### config.mk
export PLATFORM = sky130hd
export DESIGN_NAME = arc4_encrypt
export DESIGN_NICKNAME = d
export VERILOG_FILES = /design/src/rtl/arc4_pkg.sv /design/src/rtl/arc4_encrypt_s_mem.sv /design/src/rtl/arc4_encrypt.sv
export SDC_FILE = /design/constraint.sdc
export NUM_CORES = 2
export LEC_CHECK = 0
export ABC_AREA = 0
export ABC_CLOCK_PERIOD_IN_PS = 5500
export CAP_MARGIN = 20
export CELL_PAD_IN_SITES_DETAIL_PLACEMENT = 0
export CELL_PAD_IN_SITES_GLOBAL_PLACEMENT = 1
export CORE_ASPECT_RATIO = 1.1
export CORE_UTILIZATION = 45
export DETAILED_ROUTE_END_ITERATION = 10
export PLACE_DENSITY = 0.82
export SYNTH_ARGS = -nofsm -noshare
export SYNTH_HDL_FRONTEND = slang
export SYNTH_SLANG_ARGS = --single-unit
### constraint.sdc
create_clock -name clk -period 5.5 [get_ports clk]
set_clock_uncertainty 0.05 [all_clocks]
set_input_delay 0.825 -clock clk [delete_from_list [all_inputs] [get_ports clk]]
set_output_delay 0.825 -clock clk [all_outputs]
set_load 0.01 [all_outputs]
### src/rtl/arc4_pkg.sv
// arc4_pkg: shared types, state encoding and key helper for the ARC4 encrypt engine
package arc4_pkg;
  localparam int KEYLEN = 3;
  typedef logic [7:0] byte_t;
  typedef enum logic [4:0] {
    IDLE, INIT,
    KRDI, KWI, KCI, KWJ, KCJ, KWRJ,
    PRD, PWT, PCP,
    G1, G2, G3, G4, G5, G6, G7, G8, G9,
    DONE
  } state_t;
  function automatic byte_t key_byte(input logic [23:0] key, input logic [1:0] idx);
    return (idx == 2'd0) ? key[23:16] : (idx == 2'd1) ? key[15:8] : key[7:0];
  endfunction
endpackage

### src/rtl/arc4_encrypt_s_mem.sv
// s_mem: 256x8 single-port RAM, synchronous read with read-before-write on a shared address
module s_mem
  import arc4_pkg::*;
(
  input  byte_t address,
  input  logic  clock,
  input  byte_t data,
  input  logic  wren,
  output byte_t q
);
  byte_t mem [256];
  always_ff @(posedge clock) begin
    if (wren) mem[address] <= data;
    q <= mem[address];
  end
endmodule

### src/rtl/arc4_encrypt.sv
// arc4_encrypt: ARC4 init/KSA/PRGA engine writing a length-prefixed ciphertext image
module arc4_encrypt
  import arc4_pkg::*;
(
  input  logic        clk,
  input  logic        reset,
  input  logic        en,
  output logic        rdy,
  input  logic [23:0] key,
  output logic [7:0]  pt_addr,
  input  logic [7:0]  pt_rddata,
  output logic [7:0]  ct_addr,
  output logic [7:0]  ct_wrdata,
  output logic        ct_wren
);
  state_t state, state_n;
  byte_t i, j, n, si, sj, pad, ptb, s_addr, s_data, s_q, j_n;
  logic [8:0] k;
  logic [23:0] key_r;
  logic [1:0] kidx;
  logic s_wren;

  s_mem u_s_mem (.address(s_addr), .clock(clk), .data(s_data), .wren(s_wren), .q(s_q));

  // key byte only contributes during KSA; PRGA reuses the same adder
  assign j_n = j + s_q + ((state == KCI) ? key_byte(key_r, kidx) : 8'd0);

  assign ct_wren   = (state == PCP) || (state == G9);
  assign ct_addr   = (state == G9) ? k[7:0] : 8'd0;
  assign ct_wrdata = (state == PCP) ? pt_rddata : (state == G9) ? (pad ^ ptb) : 8'd0;
  assign pt_addr   = ((state == G6) || (state == G7)) ? k[7:0] : 8'd0;

  always_comb begin
    state_n = state;
    s_addr  = i;
    s_data  = 8'd0;
    s_wren  = 1'b0;
    case (state)
      IDLE: state_n = en ? INIT : IDLE;
      INIT: begin
        s_data  = i;
        s_wren  = 1'b1;
        state_n = (i == 8'hff) ? KRDI : INIT;
      end
      KRDI: state_n = KWI;
      KWI:  state_n = KCI;
      KCI: begin
        s_addr  = j_n;
        state_n = KWJ;
      end
      KWJ: begin
        s_addr  = j;
        state_n = KCJ;
      end
      KCJ: begin
        s_data  = s_q;
        s_wren  = 1'b1;
        state_n = KWRJ;
      end
      KWRJ: begin
        s_addr  = j;
        s_data  = si;
        s_wren  = 1'b1;
        state_n = (i == 8'hff) ? PRD : KRDI;
      end
      PRD: state_n = PWT;
      PWT: state_n = PCP;
      PCP: state_n = (pt_rddata == 8'd0) ? DONE : G1;
      G1: begin
        s_addr  = i + 8'd1;
        state_n = G2;
      end
      G2: state_n = G3;
      G3: begin
        s_addr  = j_n;
        state_n = G4;
      end
      G4: begin
        s_addr  = j;
        state_n = G5;
      end
      G5: begin
        s_data  = s_q;
        s_wren  = 1'b1;
        state_n = G6;
      end
      G6: begin
        s_addr  = j;
        s_data  = si;
        s_wren  = 1'b1;
        state_n = G7;
      end
      // pad read follows the swap writes, so it sees the updated state
      G7: begin
        s_addr  = si + sj;
        state_n = G8;
      end
      G8: state_n = G9;
      G9: state_n = (k == {1'b0, n}) ? DONE : G1;
      DONE: state_n = IDLE;
      default: state_n = IDLE;
    endcase
  end

  always_ff @(posedge clk or posedge reset) begin
    if (reset) begin
      state <= IDLE;
      rdy   <= 1'b1;
      i     <= 8'd0;
      j     <= 8'd0;
      k     <= 9'd0;
      n     <= 8'd0;
      si    <= 8'd0;
      sj    <= 8'd0;
      pad   <= 8'd0;
      ptb   <= 8'd0;
      key_r <= 24'd0;
      kidx  <= 2'd0;
    end else begin
      state <= state_n;
      case (state)
        IDLE: if (en) begin
          rdy   <= 1'b0;
          key_r <= key;
          i     <= 8'd0;
        end
        INIT: begin
          i    <= i + 8'd1;
          j    <= 8'd0;
          kidx <= 2'd0;
        end
        KCI: begin
          si <= s_q;
          j  <= j_n;
        end
        KWRJ: begin
          i    <= i + 8'd1;
          kidx <= (kidx == 2'(KEYLEN - 1)) ? 2'd0 : kidx + 2'd1;
        end
        PCP: begin
          n <= pt_rddata;
          i <= 8'd0;
          j <= 8'd0;
          k <= 9'd1;
        end
        G1: i <= i + 8'd1;
        G3: begin
          si <= s_q;
          j  <= j_n;
        end
        G5: sj <= s_q;
        G8: begin
          pad <= s_q;
          ptb <= pt_rddata;
        end
        G9: k <= k + 9'd1;
        DONE: rdy <= 1'b1;
        default: ;
      endcase
    end
  end
endmodule

Yosys cells after proc, flatten, opt, wreduce, memory -nomap -nowiden
Memories as Yosys holds them, arrays and structs flattened. A register that Yosys moved wholly into a read port is not among the register bits.
Cells that the tools add are included.
- add/subtract/negate cells: 6
- bitwise operators: 1
- reductions and logical operators: 20
- multiplexer cells: 26
- equal/unequal tests: 25
- operators by type and width (kind ; count):
    5-bit one-hot mux with 20 select lines ; 1
    8-bit 2-to-1 mux ; 8
    8-bit one-hot mux with 3 select lines ; 2
    5-bit by 4-bit == test with 1-bit output (second input constant) ; 8
    8-bit one-hot mux with 4 select lines ; 1
    5-bit == test (second input constant) ; 5
    8-bit adder ; 3
    5-bit by 3-bit == test with 1-bit output (second input constant) ; 4
    9-bit one-hot mux with 2 select lines ; 1
    8-bit one-hot mux with 2 select lines ; 1
    5-bit by 2-bit == test with 1-bit output (second input constant) ; 2
    5-bit 2-to-1 mux ; 2
    9-bit by 1-bit adder with 9-bit output (second input constant) ; 1
    9-bit by 8-bit == test with 1-bit output ; 1
    8-bit by 1-bit adder with 8-bit output (second input constant) ; 1
    8-bit == test (second input constant) ; 1
    8-bit logical NOT ; 1
    2-bit nonzero test ; 4
    2-bit OR reduction ; 4
    8-bit bitwise XOR ; 1
    2-bit AND reduction ; 3
    5-bit by 1-bit == test with 1-bit output (second input constant) ; 1
    5-bit logical NOT ; 1
    1-bit 2-to-1 mux ; 5
    other kinds (14) ; 16
- RAM bits: 2048
- output and inout port bits: 26
- memories kept: 1
- word-level logic and storage cells: 91
- flip-flop bits (word level): 97
- bits of input ports: 35
- memories (memory ; words ; bits a word ; read ports ; clocked after memory_dff ; write ports ; RTL line ; RTL):
    u_s_mem.mem ; 256 ; 8 ; 1 ; 1 ; 1 ; arc4_encrypt_s_mem.sv:11 ; byte_t mem [256];

Logic depth before layout (Yosys ltp)
- depth in word-level cells: 6
- gate-level depth with buffers: 24
- depth with buffers taken out: 19

By module
Synthesis repeated with hierarchy kept, for this count alone.
- cell total of the unflattened synthesis: 4133
- area, all modules: 84382.2 µm²
- modules (own cells, without submodules) (module ; cells an instance ; instances ; sequential area each (µm²) ; area each (µm²)):
    s_mem ; 3547 ; 1 ; 61659.1 ; 78492.8
    arc4_encrypt ; 586 ; 1 ; 2428.6 ; 5889.4

Least setup slack after synthesis
OpenSTA, ideal clock, no wires.
- path type: reg2reg
- start: register state[0]
- end: memory u_s_mem.mem[0][0] (netlist name), data pin
- period minus slack after synthesis: 5.436 ns
- stages on the path, launching flop included: 9
- path buffers: 3
- library setup time: 0.770 ns
- slack: 0.064 ns
- required time: 4.680 ns
- arrival time: 4.617 ns
- cells stage by stage: dfrtp_1 -> clkbuf_1 -> buf_2 -> buf_1 -> nand2_1 -> o22a_1 -> nor2_1 -> a222oi_1 -> inv_1
- word-level cells in the longest chain between the ends: 3
- elaborated cells on any way between the ends: 8
- classes of those cells: 5 x eq/ne; 1 x mux; 2 x reduce/logical
- ends and longest elaborated chain (item ; RTL line ; RTL):
    from (decl) ; arc4_encrypt.sv:16 ; state_t state, state_n;
    from (signal assigned) ; arc4_encrypt.sv:120 ; state <= state_n;
    5-bit == test, or another cell as far along ; arc4_encrypt.sv:38 ; case (state)
    2-bit OR reduction (no line) ; -- ;
    8-bit one-hot mux with 3 select lines * ; arc4_encrypt.sv:38 ;
    net s_data[0] ; arc4_encrypt.sv:17 ; byte_t i, j, n, si, sj, pad, ptb, s_addr, s_data, s_q, j_n;
    to (decl) ; arc4_encrypt_s_mem.sv:11 ;
The timed path passes the listed nets; every way through them passes the cells marked *.

Worst setup path after layout
- start: register kidx[0]
- end: register u_s_mem.q[4], read port of u_s_mem.mem
- word-level cells in the longest chain between the ends: 6
- elaborated cells on any way between the ends: 7
- classes of those cells: 1 x add/sub; 1 x eq/ne; 4 x mux; 1 x reduce/logical
- ends and longest elaborated chain (item ; RTL line ; RTL):
    from (decl) ; arc4_encrypt.sv:20 ; logic [1:0] kidx;
    from (signal assigned) ; arc4_encrypt.sv:138 ; kidx <= (kidx == 2'(KEYLEN - 1)) ? 2'd0 : kidx + 2'd1;
    2-bit by 1-bit == test with 1-bit output ; arc4_pkg.sv:13 ; return (idx == 2'd0) ? key[23:16] : (idx == 2'd1) ? key[15:8] : key[7:0];
    8-bit 2-to-1 mux ; arc4_pkg.sv:13 ;
    8-bit 2-to-1 mux * ; arc4_pkg.sv:13 ;
    8-bit 2-to-1 mux * ; arc4_encrypt.sv:26 ; assign j_n = j + s_q + ((state == KCI) ? key_byte(key_r, kidx) : 8'd0);
    8-bit adder * ; arc4_encrypt.sv:26 ;
    8-bit one-hot mux with 4 select lines * ; arc4_encrypt.sv:38 ;
    to (decl) ; arc4_encrypt_s_mem.sv:9 ; output byte_t q
Mark *: on every way between the ends. The rest lies on a longest branch, timed or not.
A chain may end at the register's enable or synchronous reset.

==> impl_metrics.tcl <==
set metrics [dict create \
    setup_violations 0 \
    leakagePower_nw 34.2 \
    grt_pass1_wl_um 338000 \
    synth_edf_count 2048 \
    regArea_um2 64100 \
    vdd_drop_max_mv 0.637 \
    num_rows 168 \
    drc 0 \
    dp.cells 8201 \
    status "complete, no violations" \
    arrival_ps 6060 \
    cp_max_fo 16 \
    power_frac_seq_pct 31.1 \
    finish.instance_area_um2 101000 \
    yosysUniqueCellTypes 76 \
    die_w_um 420 \
    cap_violations 0 \
    fmax_mhz 186 \
    antenna_found_initial 4 \
    initialDrtViolationCount 7310 \
    stdcell_count 8590 \
    ys.flop_type "edfxtp_1" \
    core_um2 191000 \
    num-nets-final 5926 \
    wl_per_cell_um 27.1 \
    vias 51713 \
    grt_max_degree 129 \
    area_growth_pct 16.9 \
    antenna_left 0 \
    rsz0062_at_grt "yes" \
    hold_violations 0 \
    clk_pin_slew_ps 70 \
    die_y_um 461 \
    dp_hpwl_um 143000 \
    place_area_um2 93400 \
    cts_buffers 203 \
    largest_reg_flops 2048 \
    syn_nets 5494 \
    cpLargestDelayFamily "adder cells" \
    clk_latency_ps 880 \
    start_util_pct 45.3 \
    cts.root.buffer_cell "clkbuf_16" \
    worstMarginPinSlew_ps 1070 \
    cp.buffers_inverters 4 \
    slew_violations 0 \
    p_comb_share_pct 46.7 \
    regMostFlops "u_s_mem.mem" \
    cts_tree "built" \
    clockBufferDepth 3 \
    h-tree-depth 4 \
    drt-pass1-iter-count 6 \
    postSynthCellCount 5435 \
    ys_seq_elements 2153 \
    internal_power_mw 39.0 \
    ys_seq_area_share_pct 74.2 \
    fin_setup_tns_ps 0 \
    crit_slowest_cell "dfrtp_1" \
    critPathCaptureType "flip-flop" \
    critPathLaunchType "flip-flop" \
    crit_type "flip-flop to flip-flop" \
    setup_slack_ps 129 \
    cpPeakStageDelay_ps 520 \
    post-place-ws_ps -498 \
    yosysWarningCount 0 \
    grt_overflow 0 \
    ios 61 \
    finalCritPeriodShare_pct 97.7 \
    p_clk_share_pct 22.1 \
    relSlewSlack_pct 28.9 \
    switchingPower_mw 25.9 \
    grt_pass1_vias 50259 \
    wl_um 233000 \
    nFillCells 14883 \
    power_mw 64.9 \
    layout_min_cycle_time_ps 5370 \
    syn-mean-instance-area_um2 15.9 \
    async_flop_share_pct 4.51 \
    powerDensity_nw_per_um2 643 \
    gp_congestion 0.913 \
    multiInputGateArea_um2 21200 \
    netlist_area_um2 86400 \
    cp_cell_sequence "mux2i_1, o21ai_0, and2_1, fa_1, ha_1, inv_1, fa_1, xor2_1, o22a_1, a41oi_4, buf_12, buf_16, mux2i_1, o22ai_1, nor4_4, buf_4, o21ai_0, or4_1" \
    reg_top3 "u_s_mem.mem (2048), key_r (24), k (9)" \
    hp-class "flip-flop to flip-flop" \
    vias_per_cell 6.02 \
    utilization_pct 53.0 \
    swShare_pct 40.0 \
    cp.required_ps 6190 \
    dieArea_um2 194000 \
    fin_hold_ws_ps 449 \
    numClockSinks 2153 \
    grtUsageTotal_pct 23.8 \
    port_buffers 60 \
    layout-drive-gt1-share_pct 21.3 \
]
## final timing paths
path	from	endpoint	cells after the start	slack [ps]
max in group asynchronous	reset	rdy	3	3910
worst max register to register	kidx[0]	u_s_mem.q[4]	18	130
worst max-delay path	kidx[0]	u_s_mem.q[4]	18	130
worst min-delay path	n[5]	n[5]	2	450
worst min register to register	n[5]	n[5]	2	450
min in group asynchronous	reset	j[3]	2	470
## metal layers
metal  up-vias  track usage [%]  wire length, um
met5         -                0               40
met4         6             10.4            10700
met3       496             4.62            23500
met2      3010             38.3           112000
met1     26312             31.4            86200
li1      21889                -                -
## kinds of logic after synthesis
family	after synthesis	synth area share, %
compound gates	581	4.71
xor+xnor	37	0.375
fa+ha+maj	24	0.426
buf+inv	402	2.02
flops	2153	74.2
mux	438	9.24
simple gates	1800	9.02
## final cells by class
cell class	instances	area share, %
clock buffers	247	5.26
diodes	1	0.00248
repair buffers	586	5.42
multi-input cells	2881	21.0
well taps	2550	3.16
inverters	42	0.218
flip-flops and latches	2153	63.5
clock inverters	130	1.51
## synthesized netlist by cell type, types with 95 or more instances
cell type | instances | share of area [%]
mux2i_1 | 108 | 1.3
nor2_1 | 304 | 1.3
and3_1 | 99 | 0.72
clkbuf_1 | 219 | 0.95
nand3_1 | 365 | 2.1
a31oi_1 | 95 | 0.69
mux4_2 | 282 | 7.4
nand2_1 | 921 | 4.0
dfrtp_1 | 96 | 2.8
edfxtp_1 | 2048 | 71
o21ai_0 | 96 | 0.56
## power groups by stage
stage               logic (mW)  registers (mW)  clock network (mW)
global placement          28.4            20.5                   0
CTS                       29.2            20.2                14.5
floorplan                 16.4            20.8                   0
finish                    30.3            20.2                14.4
detailed placement        28.6            20.5                   0
global route              31.7            20.2                15.1
## cell usage in the layout (no fill, tap or decap), drive strengths merged, types with 9 or more instances in the layout
master,n
edfxtp,2048
nand2,921
buf,521
nand3,365
nor2,304
mux4,282
clkbuf,252
mux2i,108
and3,99
o21ai,98
dfrtp,96
a31oi,95
clkinv,83
a211oi,78
a311oi,77
o22ai,72
clkdlybuf4s50,60
a22oi,56
inv,51
mux2,49
xnor2,28
bufinv,27
a21oi,27
and2,25
nor4,20
ha,15
a32oi,14
nand2b,11
clkinvlp,11
nor3,10
xor2,9
fa,9
## worst reg2reg max path, cell delays in order (launching register included)
cell	delay, ps
dfrtp_1	520
mux2i_1	210
o21ai_0	80
and2_1	180
fa_1	490
ha_1	190
inv_1	70
fa_1	440
xor2_1	190
o22a_1	240
a41oi_4	260
buf_12	240
buf_16	250
mux2i_1	400
o22ai_1	250
nor4_4	400
buf_4	190
o21ai_0	70
or4_1	520
## timing repair
item | 4_1_cts | 5_1_grt
buffers inserted | 1 | 4
hold buffers | 0 | 0
pin swaps | 1 | 5
gates cloned | 1 | 5
gates resized for setup | 35 | 68
endpoints found under the setup margin | 8 | 1761
No activity file was read; power rests on OpenSTA's default activity.
==> patch: new RTL, same flow settings <==
Add an input register stage for `key`, with the module's reset; this delays it by one clock. The other inputs are not delayed to match.
--- a/src/rtl/arc4_encrypt.sv
+++ b/src/rtl/arc4_encrypt.sv
@@ -13,6 +13,17 @@
   output logic [7:0]  ct_wrdata,
   output logic        ct_wren
 );
+
+  logic [23:0] key_q;
+
+  always_ff @(posedge clk or posedge reset) begin
+    if (reset) begin
+      key_q <= '0;
+    end else begin
+      key_q <= key;
+    end
+  end
+
   state_t state, state_n;
   byte_t i, j, n, si, sj, pad, ptb, s_addr, s_data, s_q, j_n;
   logic [8:0] k;
@@ -121,7 +132,7 @@
       case (state)
         IDLE: if (en) begin
           rdy   <= 1'b0;
-          key_r <= key;
+          key_r <= key_q;
           i     <= 8'd0;
         end
         INIT: begin
Function: not settled (the Yosys comparison gave no result); the edit may change what the design does.
==> patch against the unedited design <==
- design area hardly changed
- non-clock buffer count rose by 7
- sequential cell count increased by 24
- total power down 5.6%
- critical endpoint is now u_s_mem.q[0]$_DFF_P_
- setup slack got worse by 15 ps
- routed wire length is essentially flat
- critical path type unchanged
- via count increased by 0.48%
- first-iteration DRC count fell by 2.1%
- count of clock-buffer cells in the layout up 1
- critical path depth decreased by 1
- synthesized area is 0.80% higher
==> patch: results (changes against the unedited design) <==
* Status: complete, no violations
* Largest registers: u_s_mem.mem x2048, key_q x24, key_r x24
* Xor and xnor fraction of the mapped netlist area at 0.00352 (-0.000231)
* WL/cell at 27.1 um (about the same)
* FF/Latch Area at 64,700 sq um (+0.94%)
* Multi-input gate area at 20,900 sq um (-1.3%)
* Fin crit period at 5390 ps (+15.2 ps)
* Non-clk invs at 38 (-9.5%)
* Cell Area, Placed at 93,900 sq um (+0.51%)
* Met3 WL post-DR at 22,900 um (-2.8%)
* Largest net degree at the start of global routing at 142 (+10%)
* Total nets after synthesis at 5,484 (-0.18%)
* Distinct cells, synth at 89 (+17%)
* Share of layout cells above drive strength 1 at 0.207 (-0.00653)
* Asr flop ratio synth at 0.0556 (+0.0105)
* Num sequential at 2,177 (+1.1%)
* Synth cell count leaders: edfxtp_1, nand2_1, nor2_1
* CTS buffer count at 201 (-0.99%)
* Complex-gate fraction of the synthesized area at 0.0575 (+0.0104)
* Comb. pwr at 26.9 mW (-11%)
* Fillers at 14,900 (+0.40%)
* Power, Total at 61.3 mW (-5.6%)
* Sequential fraction of the synthesis area at 0.743 (+0.00103)
* Met1 GRT Util at 0.315 (+0.00124)
* Post-Syn Instances at 5,425 (-0.18%)
* Peak VDD IR at 0.000516 V (-19%)
* M1 wire length at 88,200 um (+2.3%)
* Synth Cell Area at 87,000 sq um (+0.80%)
* Nets at 5,930 (+0.067%)
* Leakage at 34.4 nW (+0.41%)
* DRT iter0 DRCs at 7,153 (-2.1%)
* P_int at 37.5 mW (-3.9%)
* R2R cell count at 17 (-1)
* R2r setup slk at 110 ps (-20 ps)
* Placed insts at 8,206 (+0.061%)
* Post-DP HPWL at 142,000 um (-0.47%)
* Worst slack, placed at -110 ps (+388 ps)
* Mux cell area share after synthesis at 0.0838 (-0.00854)
* Multi-In Gates at 2,860 (-0.73%)
* Worst Max-Slew Pin Slew at 1040 ps (-26.7 ps)
* Global-route wire length before repair at 340,000 um (+0.83%)
* # clk buffers at 248 (+0.40%)
* Met3 Use GR at 0.0443 (-0.00199)
* Crit path max fanout at 75 (+59)
* Initial antenna violation count at 5 (+1)
* Vias in the first global route at 50,700 (+0.97%)
* Wire length on met2 at 112,000 um (-0.34%)
-- patch: cell types whose count changed in the layout (fill, tap and decap cells not counted), moves of 53 or more --
cell      delta
a211oi_1    -61
o22ai_1     -63
nand3_1    -248
and3_1     +111
mux2i_1     -57
nand2_1     +53
a22oi_1     +68
a31oi_1     +65
-- patch: cell families after synthesis --
| logic type | Yosys count |
|---|---|
| flip-flops | 2177 |
| AND/OR/NAND/NOR | 1741 |
| AO/OA/AOI/OAI | 695 |
| buffers and inverters | 389 |
| multiplexers | 363 |
| XOR/XNOR | 35 |
| adder cells (fa/ha/maj) | 25 |
-- patch: worst max-delay path: cells and delay by family (launching register included) --
kind	cells	cell delay, ps
adder cells (fa/ha/maj)	3	1120
AO/OA/AOI/OAI	6	1940
buffers and inverters	2	470
flip-flops	1	420
AND/OR/NAND/NOR	4	630
XOR/XNOR	1	300
multiplexers	1	220
